[src/rtl/pipe_dest_tracker_if.sv]
// Hazard-interface bundle between the ID/EXE control path and pipe_dest_tracker.
// The master side drives ID-stage tags and pipeline events; the slave side returns stage tags and controls.
interface pipe_dest_tracker_if #(
    parameter int REG_AW = 4,
    parameter int CNT_W  = 16
);
    logic                       id_valid;
    logic [REG_AW-1:0]          id_dest;
    logic                       id_wb_enable;
    logic                       id_mem_read;
    logic [REG_AW-1:0]          id_src1;
    logic [REG_AW-1:0]          id_src2;
    logic                       id_two_src;
    logic                       hazard;
    logic                       branch_taken;
    logic                       mem_ready;
    logic [REG_AW-1:0]          exec_dest;
    logic                       exec_wb_enable;
    logic                       exec_mem_read;
    logic [REG_AW-1:0]          mem_dest;
    logic                       mem_wb_enable;
    logic [REG_AW-1:0]          wb_dest;
    logic                       wb_wb_enable;
    logic                       freeze_if_id;
    logic                       flush_if_id;
    logic                       load_use;
    logic [(1<<REG_AW)-1:0]     pending;
    logic [CNT_W-1:0]           stall_cycles;

    modport master (
        output id_valid, id_dest, id_wb_enable, id_mem_read, id_src1, id_src2, id_two_src,
               hazard, branch_taken, mem_ready,
        input  exec_dest, exec_wb_enable, exec_mem_read, mem_dest, mem_wb_enable,
               wb_dest, wb_wb_enable, freeze_if_id, flush_if_id, load_use, pending, stall_cycles
    );

    modport slave (
        input  id_valid, id_dest, id_wb_enable, id_mem_read, id_src1, id_src2, id_two_src,
               hazard, branch_taken, mem_ready,
        output exec_dest, exec_wb_enable, exec_mem_read, mem_dest, mem_wb_enable,
               wb_dest, wb_wb_enable, freeze_if_id, flush_if_id, load_use, pending, stall_cycles
    );
endinterface

[src/rtl/pipe_dest_tracker.sv]
// Carries destination tags through EXE/MEM/WB, raises IF/ID freeze/flush,
// detects load-use stalls and keeps a per-register pending mask plus a stall counter.
module pipe_dest_tracker #(
    parameter int REG_AW = 4,
    parameter int FWD_EN = 1,
    parameter int CNT_W  = 16
) (
    input  logic              clk,
    input  logic              rst_n,
    pipe_dest_tracker_if.slave bus
);
    typedef enum logic [1:0] {
        ACT_HOLD,
        ACT_FLUSH,
        ACT_STALL,
        ACT_ADVANCE
    } action_t;

    action_t            action;
    logic               exe_valid, exe_wb, exe_mr;
    logic [REG_AW-1:0]  exe_dest;
    logic               mem_valid, mem_wb;
    logic [REG_AW-1:0]  mem_dest_q;
    logic               wb_valid, wb_wb;
    logic [REG_AW-1:0]  wb_dest_q;
    logic [CNT_W-1:0]   stall_q;
    logic               load_use_c;
    logic               freeze_c;
    logic               flush_c;
    logic [(1<<REG_AW)-1:0] pending_c;

    always_comb begin
        load_use_c = (FWD_EN != 0) && exe_valid && exe_mr && bus.id_valid &&
                     ((exe_dest == bus.id_src1) ||
                      (bus.id_two_src && (exe_dest == bus.id_src2)));
    end

    always_comb begin
        action = ACT_ADVANCE;
        if (!bus.mem_ready)
            action = ACT_HOLD;
        else if (bus.branch_taken)
            action = ACT_FLUSH;
        else if (bus.hazard || load_use_c)
            action = ACT_STALL;
    end

    // Gated by rst_n so that every output reads 0 while reset is asserted.
    always_comb begin
        freeze_c = rst_n && ((action == ACT_HOLD) || (action == ACT_STALL));
        flush_c  = rst_n && (action == ACT_FLUSH);
    end

    always_ff @(posedge clk or negedge rst_n) begin
        if (!rst_n) begin
            exe_valid  <= 1'b0;
            exe_dest   <= '0;
            exe_wb     <= 1'b0;
            exe_mr     <= 1'b0;
            mem_valid  <= 1'b0;
            mem_dest_q <= '0;
            mem_wb     <= 1'b0;
            wb_valid   <= 1'b0;
            wb_dest_q  <= '0;
            wb_wb      <= 1'b0;
            stall_q    <= '0;
        end else begin
            if (action != ACT_HOLD) begin
                mem_valid  <= exe_valid;
                mem_dest_q <= exe_dest;
                mem_wb     <= exe_wb;
                wb_valid   <= mem_valid;
                wb_dest_q  <= mem_dest_q;
                wb_wb      <= mem_wb;
                // An invalid ID slot enters EXE as a bubble with cleared fields.
                if (action == ACT_ADVANCE && bus.id_valid) begin
                    exe_valid <= 1'b1;
                    exe_dest  <= bus.id_dest;
                    exe_wb    <= bus.id_wb_enable;
                    exe_mr    <= bus.id_mem_read;
                end else begin
                    exe_valid <= 1'b0;
                    exe_dest  <= '0;
                    exe_wb    <= 1'b0;
                    exe_mr    <= 1'b0;
                end
            end
            if (freeze_c && (stall_q != '1))
                stall_q <= stall_q + 1'b1;
        end
    end

    always_comb begin
        pending_c = '0;
        if (exe_valid && exe_wb) pending_c[exe_dest]   = 1'b1;
        if (mem_valid && mem_wb) pending_c[mem_dest_q] = 1'b1;
        if (wb_valid && wb_wb)   pending_c[wb_dest_q]  = 1'b1;
    end

    assign bus.exec_dest      = exe_dest;
    assign bus.exec_wb_enable = exe_valid & exe_wb;
    assign bus.exec_mem_read  = exe_valid & exe_mr;
    assign bus.mem_dest       = mem_dest_q;
    assign bus.mem_wb_enable  = mem_valid & mem_wb;
    assign bus.wb_dest        = wb_dest_q;
    assign bus.wb_wb_enable   = wb_valid & wb_wb;
    assign bus.freeze_if_id   = freeze_c;
    assign bus.flush_if_id    = flush_c;
    assign bus.load_use       = load_use_c;
    assign bus.pending        = pending_c;
    assign bus.stall_cycles   = stall_q;
endmodule
[src/flat_wrapper.sv]
// flat-port wrapper written by rule: the top's interface ports become plain ports
module pipe_dest_tracker_flat 
#(
    parameter int REG_AW = 4,
    parameter int FWD_EN = 1,
    parameter int CNT_W  = 16
)
  (clk, rst_n, bus_id_valid, bus_id_dest, bus_id_wb_enable, bus_id_mem_read, bus_id_src1, bus_id_src2, bus_id_two_src, bus_hazard, bus_branch_taken, bus_mem_ready, bus_exec_dest, bus_exec_wb_enable, bus_exec_mem_read, bus_mem_dest, bus_mem_wb_enable, bus_wb_dest, bus_wb_wb_enable, bus_freeze_if_id, bus_flush_if_id, bus_load_use, bus_pending, bus_stall_cycles);
  pipe_dest_tracker_if #(.REG_AW(REG_AW), .CNT_W(CNT_W)) bus_i ();
  input  logic clk;
  input  logic rst_n;
  input wire logic [$bits(bus_i.id_valid)-1:0] bus_id_valid;
  input wire logic [$bits(bus_i.id_dest)-1:0] bus_id_dest;
  input wire logic [$bits(bus_i.id_wb_enable)-1:0] bus_id_wb_enable;
  input wire logic [$bits(bus_i.id_mem_read)-1:0] bus_id_mem_read;
  input wire logic [$bits(bus_i.id_src1)-1:0] bus_id_src1;
  input wire logic [$bits(bus_i.id_src2)-1:0] bus_id_src2;
  input wire logic [$bits(bus_i.id_two_src)-1:0] bus_id_two_src;
  input wire logic [$bits(bus_i.hazard)-1:0] bus_hazard;
  input wire logic [$bits(bus_i.branch_taken)-1:0] bus_branch_taken;
  input wire logic [$bits(bus_i.mem_ready)-1:0] bus_mem_ready;
  output wire logic [$bits(bus_i.exec_dest)-1:0] bus_exec_dest;
  output wire logic [$bits(bus_i.exec_wb_enable)-1:0] bus_exec_wb_enable;
  output wire logic [$bits(bus_i.exec_mem_read)-1:0] bus_exec_mem_read;
  output wire logic [$bits(bus_i.mem_dest)-1:0] bus_mem_dest;
  output wire logic [$bits(bus_i.mem_wb_enable)-1:0] bus_mem_wb_enable;
  output wire logic [$bits(bus_i.wb_dest)-1:0] bus_wb_dest;
  output wire logic [$bits(bus_i.wb_wb_enable)-1:0] bus_wb_wb_enable;
  output wire logic [$bits(bus_i.freeze_if_id)-1:0] bus_freeze_if_id;
  output wire logic [$bits(bus_i.flush_if_id)-1:0] bus_flush_if_id;
  output wire logic [$bits(bus_i.load_use)-1:0] bus_load_use;
  output wire logic [$bits(bus_i.pending)-1:0] bus_pending;
  output wire logic [$bits(bus_i.stall_cycles)-1:0] bus_stall_cycles;
  assign bus_i.id_valid = bus_id_valid;
  assign bus_i.id_dest = bus_id_dest;
  assign bus_i.id_wb_enable = bus_id_wb_enable;
  assign bus_i.id_mem_read = bus_id_mem_read;
  assign bus_i.id_src1 = bus_id_src1;
  assign bus_i.id_src2 = bus_id_src2;
  assign bus_i.id_two_src = bus_id_two_src;
  assign bus_i.hazard = bus_hazard;
  assign bus_i.branch_taken = bus_branch_taken;
  assign bus_i.mem_ready = bus_mem_ready;
  assign bus_exec_dest = bus_i.exec_dest;
  assign bus_exec_wb_enable = bus_i.exec_wb_enable;
  assign bus_exec_mem_read = bus_i.exec_mem_read;
  assign bus_mem_dest = bus_i.mem_dest;
  assign bus_mem_wb_enable = bus_i.mem_wb_enable;
  assign bus_wb_dest = bus_i.wb_dest;
  assign bus_wb_wb_enable = bus_i.wb_wb_enable;
  assign bus_freeze_if_id = bus_i.freeze_if_id;
  assign bus_flush_if_id = bus_i.flush_if_id;
  assign bus_load_use = bus_i.load_use;
  assign bus_pending = bus_i.pending;
  assign bus_stall_cycles = bus_i.stall_cycles;
  pipe_dest_tracker #(.REG_AW(REG_AW), .FWD_EN(FWD_EN), .CNT_W(CNT_W)) u_core (.clk(clk), .rst_n(rst_n), .bus(bus_i));
endmodule
[config.mk]
export PLATFORM = sky130hd
export DESIGN_NAME = pipe_dest_tracker_flat
export DESIGN_NICKNAME = d
export VERILOG_FILES = /design/src/rtl/pipe_dest_tracker_if.sv /design/src/rtl/pipe_dest_tracker.sv /design/src/flat_wrapper.sv
export SDC_FILE = /design/constraint.sdc
export NUM_CORES = 1
export LEC_CHECK = 0
export BUFFER_PORTS_ARGS = -buffer_cell sky130_fd_sc_hd__buf_4
export CAP_MARGIN = 15
export CORE_UTILIZATION = 35
export CTS_CLUSTER_SIZE = 25
export DETAILED_ROUTE_END_ITERATION = 6
export HOLD_SLACK_MARGIN = 0.12
export PLACE_DENSITY = 0.6
export SKIP_CTS_REPAIR_TIMING = 1
export SYNTH_ARGS = -nofsm -noshare
export SYNTH_HDL_FRONTEND = slang
export SYNTH_SLANG_ARGS = --single-unit
[constraint.sdc]
create_clock -name clk -period 3.2 [get_ports clk]
set_clock_uncertainty 0.05 [all_clocks]
set_input_delay 0.48 -clock clk [delete_from_list [all_inputs] [get_ports clk]]
set_output_delay 0.48 -clock clk [all_outputs]
set_load 0.01 [all_outputs]
# Word-level counts from Yosys, hierarchy flattened
# Cells that the tools add are included.
# totals
output_inout_bits	51
inputBits	21
wordCells	65
reg_bits	35
# op_classes
n_mux	16
eq_ne	6
addsub	1
bitwise	6
n_reduce_logical	19
n_lt_le_gt_ge	6
# ops
cell	n
$mux W16	3
$or A16 B16 Y16	2
$add A16 B1 Y16 const B	1
$ne A16 B16 Y1 const B	1
$lt A4 B5 Y1 const B	3
$logic_and A1 B1 Y1	14
$demux W1 S4	3
$ge A4 B1 Y1 const B	3
$eq A4 B4 Y1	2
$mux W1	7
$and A1 B1 Y1	4
$eq A2 B2 Y1 const B	2
$mux W2	2
$mux W4	1
$logic_or A1 B1 Y1	3
$eq A2 B1 Y1 const B	1
$logic_not A2 Y1	1
$reduce_bool A2 Y1	1

# Depth between registers and ports, before layout
# Gate-level depths: netlist of run 1.
# logic_depth
depth_word	12
mapped_depth	7

# Worst setup path before layout of run 1
# OpenSTA, ideal clock, no wires.
# synth_timing
path_type	input to output
from	input port bus_mem_ready
to	output port bus_freeze_if_id
arrival_time_ns	1.545
slack_ns	1.125
required_ns	2.670
stages	6
path_cell_list	clkbuf_1 nor2b_1 o41ai_2 a21oi_2 buf_6 nor2_1
# synth_via
elab_chain_cells	4
word_cells_on_any_way	5
classes_between	1 x eq/ne; 1 x mux; 3 x reduce/logical
# synth_lines
item	line_no	rtl
start: declaration	flat_wrapper.sv:21	input wire logic [$bits(bus_i.mem_ready)-1:0] bus_mem_ready;
$mux W2 *	pipe_dest_tracker.sv:40	if (!bus.mem_ready)
$eq A2 B2 Y1 / $logic_not A2 Y1 (equally long branches)	pipe_dest_tracker.sv:50	freeze_c = rst_n && ((action == ACT_HOLD) || (action == ACT_STALL));
$logic_or A1 B1 Y1 *	pipe_dest_tracker.sv:50	
$logic_and A1 B1 Y1 *	pipe_dest_tracker.sv:50	
end: declaration	flat_wrapper.sv:29	output wire logic [$bits(bus_i.freeze_if_id)-1:0] bus_freeze_if_id;
# Every way passes the cells marked *; elsewhere a longest branch is shown, timed or not.

# Worst setup path in the final report of run 1
# layout_timing
from	register u_core.exe_dest[0] (netlist: u_core.bus.exec_dest[0])
to	output port bus_freeze_if_id
# layout_via
elab_chain_cells	11
word_cells_on_any_way	13
classes_between	3 x eq/ne; 3 x mux; 7 x reduce/logical
# layout_lines
item	line_no	rtl
start: declaration	pipe_dest_tracker.sv:21	logic [REG_AW-1:0] exe_dest;
start signal: assignment	pipe_dest_tracker.sv:78	exe_dest <= bus.id_dest;
$eq A4 B4 Y1	pipe_dest_tracker.sv:35	(bus.id_two_src && (exe_dest == bus.id_src2)));
$logic_and A1 B1 Y1	pipe_dest_tracker.sv:35	
$logic_or A1 B1 Y1 *	pipe_dest_tracker.sv:34	((exe_dest == bus.id_src1) ||
$logic_and A1 B1 Y1 *	pipe_dest_tracker.sv:33	load_use_c = (FWD_EN != 0) && exe_valid && exe_mr && bus.id_valid &&
$logic_or A1 B1 Y1 *	pipe_dest_tracker.sv:44	else if (bus.hazard || load_use_c)
$mux W1 *	pipe_dest_tracker.sv:44	
$mux W2 *	pipe_dest_tracker.sv:42	else if (bus.branch_taken)
$mux W2 *	pipe_dest_tracker.sv:40	
$eq A2 B2 Y1 / $logic_not A2 Y1 (equally long branches)	pipe_dest_tracker.sv:50	
$logic_or A1 B1 Y1 *	pipe_dest_tracker.sv:50	
$logic_and A1 B1 Y1 *	pipe_dest_tracker.sv:50	
# Marks and branches as above.

==> metrics.cfg, run 1 <==
[global_routing]
grt_pass1_vias=1883
use_met2_pct=28.6
grt_max_degree=41
grt_util_met3_pct=3.89
antenna_found_initial=0
grt_overflow=0
top_usage_layer=met2
met1_usage_pct=23.9
track_usage_pct=17.9
grt_pass1_wl_um=9170

[yosys]
synth_edf_count=0
synthesis.nets=250
syn_inst=228
ys_seq_elements=35
yosysMostFrequentCell=nand2_1
synth_area_um2=2230
synth_cell_types=47
ys_warn_count=0
yosysTopAreaCell=dfrtp_1
synthTopCellsByArea=dfrtp_1 (39%), xor2_1 (7.5%), nand2_1 (6.4%)
ys_top_cells_by_count=nand2_1 (38), dfrtp_1 (35), xor2_1 (19)
ys_async_sr_fraction_pct=100
synth_area_per_cell_um2=9.76
synth-main-ff-cell=dfrtp_1
seq_area_frac_synth_pct=39.3
synth_top_area_share_pct=39.3

[status]
outcome=finished, final reports clean

[sta]
fin_crit_ps=2490
fin_setup_tns_ps=0
timing.fmax_ghz=0.402
rsz0062_at_grt=no
slew_violations=0
fin_ws_ps=712
timing.final.hold_violations=0
worst_slew_pin_slew_ps=578
setup_viol=0
relSlewSlack_pct=61.4
fin_crit_sh_pct=77.7

[clock_tree]
htreeDepth=2
cts_tree=built
cts-root-buf=clkbuf_8
clock_path_buffers=2
clk_pin_slew_worst_paths_ps=70
cts_buffers=5
worstSkewPairLatency_ps=280
clock-sinks=35

[worst_setup_path]
critPathBufInv=1
critPathTopFamily=flip-flops
slowest_stage=dfrtp_1
critical_path_arrival_ps=1960
crit_fanout=12
cp-start-kind=register
worst_setup_path_end_kind=output port
required_ps=2670
cp_cell_sequence=xor2_1, o41ai_2, a21oi_2, nor2_1, buf_4
crit_type=reg -> out
max_stage_delay_ps=590

[layout]
nets=321
areaGrowthSynthToFinish_pct=30.3
design_area_um2=2900
drive_gt1_share_pct=37.0
antenna_cells=0
fillers=593

[routing]
vias_per_cell=5.35
drt-initial-drc-count=120
routed_wirelength_um=5560
antenna_left=0
routedWlPerCell_um=14.8
drt-pass1-iter-count=4
drcViolationCount=0
vias=2005

[run]
cap_violations=0

[placed_design]
place.gp.congestion=0.836
pre_cts_ws_ps=886
dpl_cell_area_um2=2820
hpwl_um=4140
port_buffers=71

[floorplanning]
die_area_um2=6680
start_util_pct=36.9
fp.dieH_um=81.7
die_w_um=81.7
num_rows=28
ios=72
design.core.area_um2=6030

[power]
power_density_nw_per_um2=396
ir_worst_vdd_v=0.000370
power_leakage_nw=1.48
total_power_mw=1.15

[worst_hold_path]
min_path_type=in -> async

power by group:
group          leakage [nW]  internal, mW  switching [mW]
Combinational         0.971         0.140           0.127
Clock                0.0412         0.152           0.156
Sequential            0.470         0.493          0.0800
Total                  1.48         0.785           0.362
cell type report:
type                    count  area [um2]  area share (%)
multi-input cells         178        1270            44.0
clock buffers               6        72.6            2.50
inverters                   6        22.5           0.777
flip-flops and latches     35         876            30.2
well taps                  75        93.8            3.24
repair buffers             73         548            18.9
clock inverters             2        12.5           0.431
kinds of logic (layout without fill, tap and decap cells):
family | count (synthesis) | count (layout) | synth area share (%)
AO/OA/AOI/OAI | 30 | 30 | 11.1
XOR/XNOR | 21 | 21 | 8.60
adder cells (fa/ha/maj) | 1 | 1 | 0.562
buffers and inverters | 15 | 87 | 3.37
flip-flops | 35 | 35 | 39.3
multiplexers | 15 | 15 | 7.76
AND/OR/NAND/NOR | 111 | 111 | 29.3
metrics by stage:
stage               util, %  hold WS, ps  cells
finish                 48.1          113    375
detailed placement     46.7          434    367
CTS                    48.1          116    375
floorplan                 -          134    228
global placement       46.7          434    367
global route           48.1          137    375
final timing paths:
| check | endpoint | cells past startpoint | slack, ps | startpoint |
|---|---|---|---|---|
| hold / removal | u_core.bus.stall_cycles[14] | 1 | 110 | rst_n |
| hold reg to reg | u_core.wb_valid | 1 | 460 | u_core.wb_valid |
| setup / recovery | bus_freeze_if_id | 5 | 710 | u_core.bus.exec_dest[0] |
| max in group asynchronous | u_core.bus.wb_dest[2] | 1 | 2650 | rst_n |
| setup reg to reg | u_core.bus.stall_cycles[1] | 6 | 920 | u_core.bus.exec_dest[0] |
| min in group clk | u_core.bus.exec_dest[0] | 2 | 350 | bus_id_dest[0] |
state kept, by name, summed over array words and instances (netlist names):
signal                   cells
u_core.bus.stall_cycles     16
u_core.bus.exec_dest         4
u_core.bus.mem_dest          4
u_core.bus.wb_dest           4
u_core.exe_mr                1
u_core.exe_valid             1
u_core.exe_wb                1
u_core.mem_valid             1
u_core.mem_wb                1
u_core.wb_valid              1
u_core.wb_wb                 1
cell usage in the layout, fill, tap and decap left out, types with 7 or more instances in the layout:
cell / netlist / final
buf_4: 0 / 73
nand2_1: 38 / 38
dfrtp_1: 35 / 35
xor2_1: 19 / 19
nand3_1: 13 / 13
mux2_2: 12 / 12
a22oi_1: 11 / 11
nor2_1: 8 / 8
nor2b_1: 7 / 7
nor4_2: 7 / 7
per-layer routing:
| layer | vias to the layer above | share of wire [%] |
|---|---|---|
| li1 | 972 | - |
| met1 | 956 | 46 |
| met2 | 69 | 46 |
| met3 | 8 | 6.5 |
| met4 | 0 | 1.5 |
| met5 | - | 0 |
No activity file was read; power rests on OpenSTA's default activity.
==> run 2: changes to the inputs <==
==> constraint.sdc (replaced) <==
create_clock -name clk -period 2.34 [get_ports clk]
set_clock_uncertainty 0.05 [all_clocks]
set_input_delay 0.351 -clock clk [delete_from_list [all_inputs] [get_ports clk]]
set_output_delay 0.351 -clock clk [all_outputs]
set_load 0.01 [all_outputs]
==> metrics.cfg, run 2 (synthesis results as in run 1) <==
[status]
outcome=finished, final reports clean

[clock_tree]
clock-sinks=35  ; unchanged
clk_pin_slew_worst_paths_ps=80  ; about the same
cts-root-buf=clkbuf_8
cts_buffers=5  ; unchanged
htreeDepth=2  ; unchanged
worstSkewPairLatency_ps=290  ; about the same
cts_tree=built
clock_path_buffers=2  ; unchanged

[run]
cap_violations=0  ; unchanged

[sta]
setup_viol=0  ; unchanged
fin_setup_tns_ps=0  ; unchanged
fin_crit_ps=2210
timing.fmax_ghz=0.452
fin_crit_sh_pct=94.6
timing.final.hold_violations=0  ; unchanged
relSlewSlack_pct=58.1  ; -3.3 points
fin_ws_ps=127  ; -585 ps
worst_slew_pin_slew_ps=628  ; +49.8 ps
hold_slack_ps=221  ; +108 ps
rsz0062_at_grt=no
slew_violations=0  ; unchanged

[power]
total_power_mw=1.64  ; +43%
power_leakage_nw=1.52  ; +2.7%
ir_worst_vdd_v=0.000362  ; -2.2%
power_density_nw_per_um2=551  ; +39%

[routing]
drt-initial-drc-count=176  ; +47%
routedWlPerCell_um=16.0  ; +7.7%
vias_per_cell=5.43  ; +1.6%
drcViolationCount=0  ; unchanged
drt-pass1-iter-count=4  ; unchanged
routed_wirelength_um=6080  ; +9.5%
antenna_left=0  ; unchanged
vias=2069  ; +3.2%

[global_routing]
antenna_found_initial=0  ; unchanged
grt_overflow=0  ; unchanged
track_usage_pct=19.6  ; +1.7 points
grt_max_degree=24  ; -41%
grt_pass1_vias=2014  ; +7.0%
grt_pass1_wl_um=9950  ; +8.5%

[layout]
design_area_um2=2980  ; +2.8%
finish.utilization_pct=49.5  ; +1.3 points
final_common_cell=buf_4
fillers=598  ; +0.84%
areaGrowthSynthToFinish_pct=33.9
largest_reg_flops=16  ; unchanged
fin_cells=381  ; +1.6%
nets=327  ; +1.9%
antenna_cells=0  ; unchanged
mostFrequentLayoutCells=buf_4 (78), nand2_1 (38), dfrtp_1 (35)
drive_gt1_share_pct=38.2  ; +1.2 points

[worst_setup_path]
worst_setup_path_end_kind=output port
timing.rr.end=u_core.bus.stall_cycles[14]
required_ps=1940  ; -730 ps
cp-start-kind=register
ff2ff_setup_slack_ps=190  ; -730 ps
critical_path_arrival_ps=1810  ; -150 ps
crit_type=reg -> out
crit_fanout=9  ; -3
reg2regPathDepth=5  ; -1
timing.rr.start=u_core.bus.exec_dest[3]

[floorplanning]
fp.dieH_um=81.7  ; unchanged
num_rows=28  ; unchanged
ios=72  ; unchanged
die_w_um=81.7  ; unchanged
start_util_pct=36.9  ; unchanged
design.core.area_um2=6030  ; unchanged
die_area_um2=6680  ; unchanged

[worst_hold_path]
min-delay-start=bus_id_dest[1]
min_path_cells=2
hold-path-endpoint=u_core.bus.exec_dest[1]
min_path_type=in -> reg

[placed_design]
place.gp.congestion=0.847  ; +1.4%
hpwl_um=4550  ; +9.9%
dpl_cell_area_um2=2850  ; +1.3%
port_buffers=71  ; unchanged
pre_cts_ws_ps=211  ; -676 ps
place_inst=372  ; +1.4%

run 2: cell type report:
cell class	count	area, um2	share of cell area, %
multi-input cells	178	1290	43.4
flip-flops and latches	35	876	29.4
repair buffers	79	596	20.0
well taps	75	93.8	3.15
clock buffers	6	82.6	2.77
inverters	6	22.5	0.756
clock inverters	2	16.3	0.546
run 2: metal layers:
layer,up-vias,wire (um),GRT usage [%],share of wire [%]
li1,983,-,-,-
met3,6,408,4.44,6.7
met5,-,0,0,0
met2,79,2830,32.0,47
met4,0,75,6.32,1.2
met1,1001,2770,25.6,46
run 2: worst max path at each step:
stage,start,endpoint,cells past startpoint
4_1_cts,u_core.bus.exec_dest[3],bus_freeze_if_id,5
3_5_place_dp,u_core.bus.exec_dest[3],u_core.bus.stall_cycles[14],5
2_1_floorplan,u_core.bus.stall_cycles[0],u_core.bus.stall_cycles[1],5
3_3_place_gp,u_core.bus.exec_dest[3],u_core.bus.stall_cycles[12],6
5_1_grt,u_core.bus.exec_dest[2],bus_freeze_if_id,5
6_report,u_core.bus.exec_dest[3],bus_freeze_if_id,5
run 2: critical path: stages, from the launching register on:
cell and delay, ps:
dfrtp_1 490, xor2_2 210, o41ai_4 420, a21oi_4 110, nor2_1 150, buf_4 140
run 2: power by group:
part           leakage [nW]  total (mW)  switching, mW  internal, mW
clock                0.0474       0.471          0.231         0.240
combinational          1.01       0.382          0.182         0.199
sequential            0.470       0.791          0.117         0.674
total                  1.52        1.64          0.530          1.11
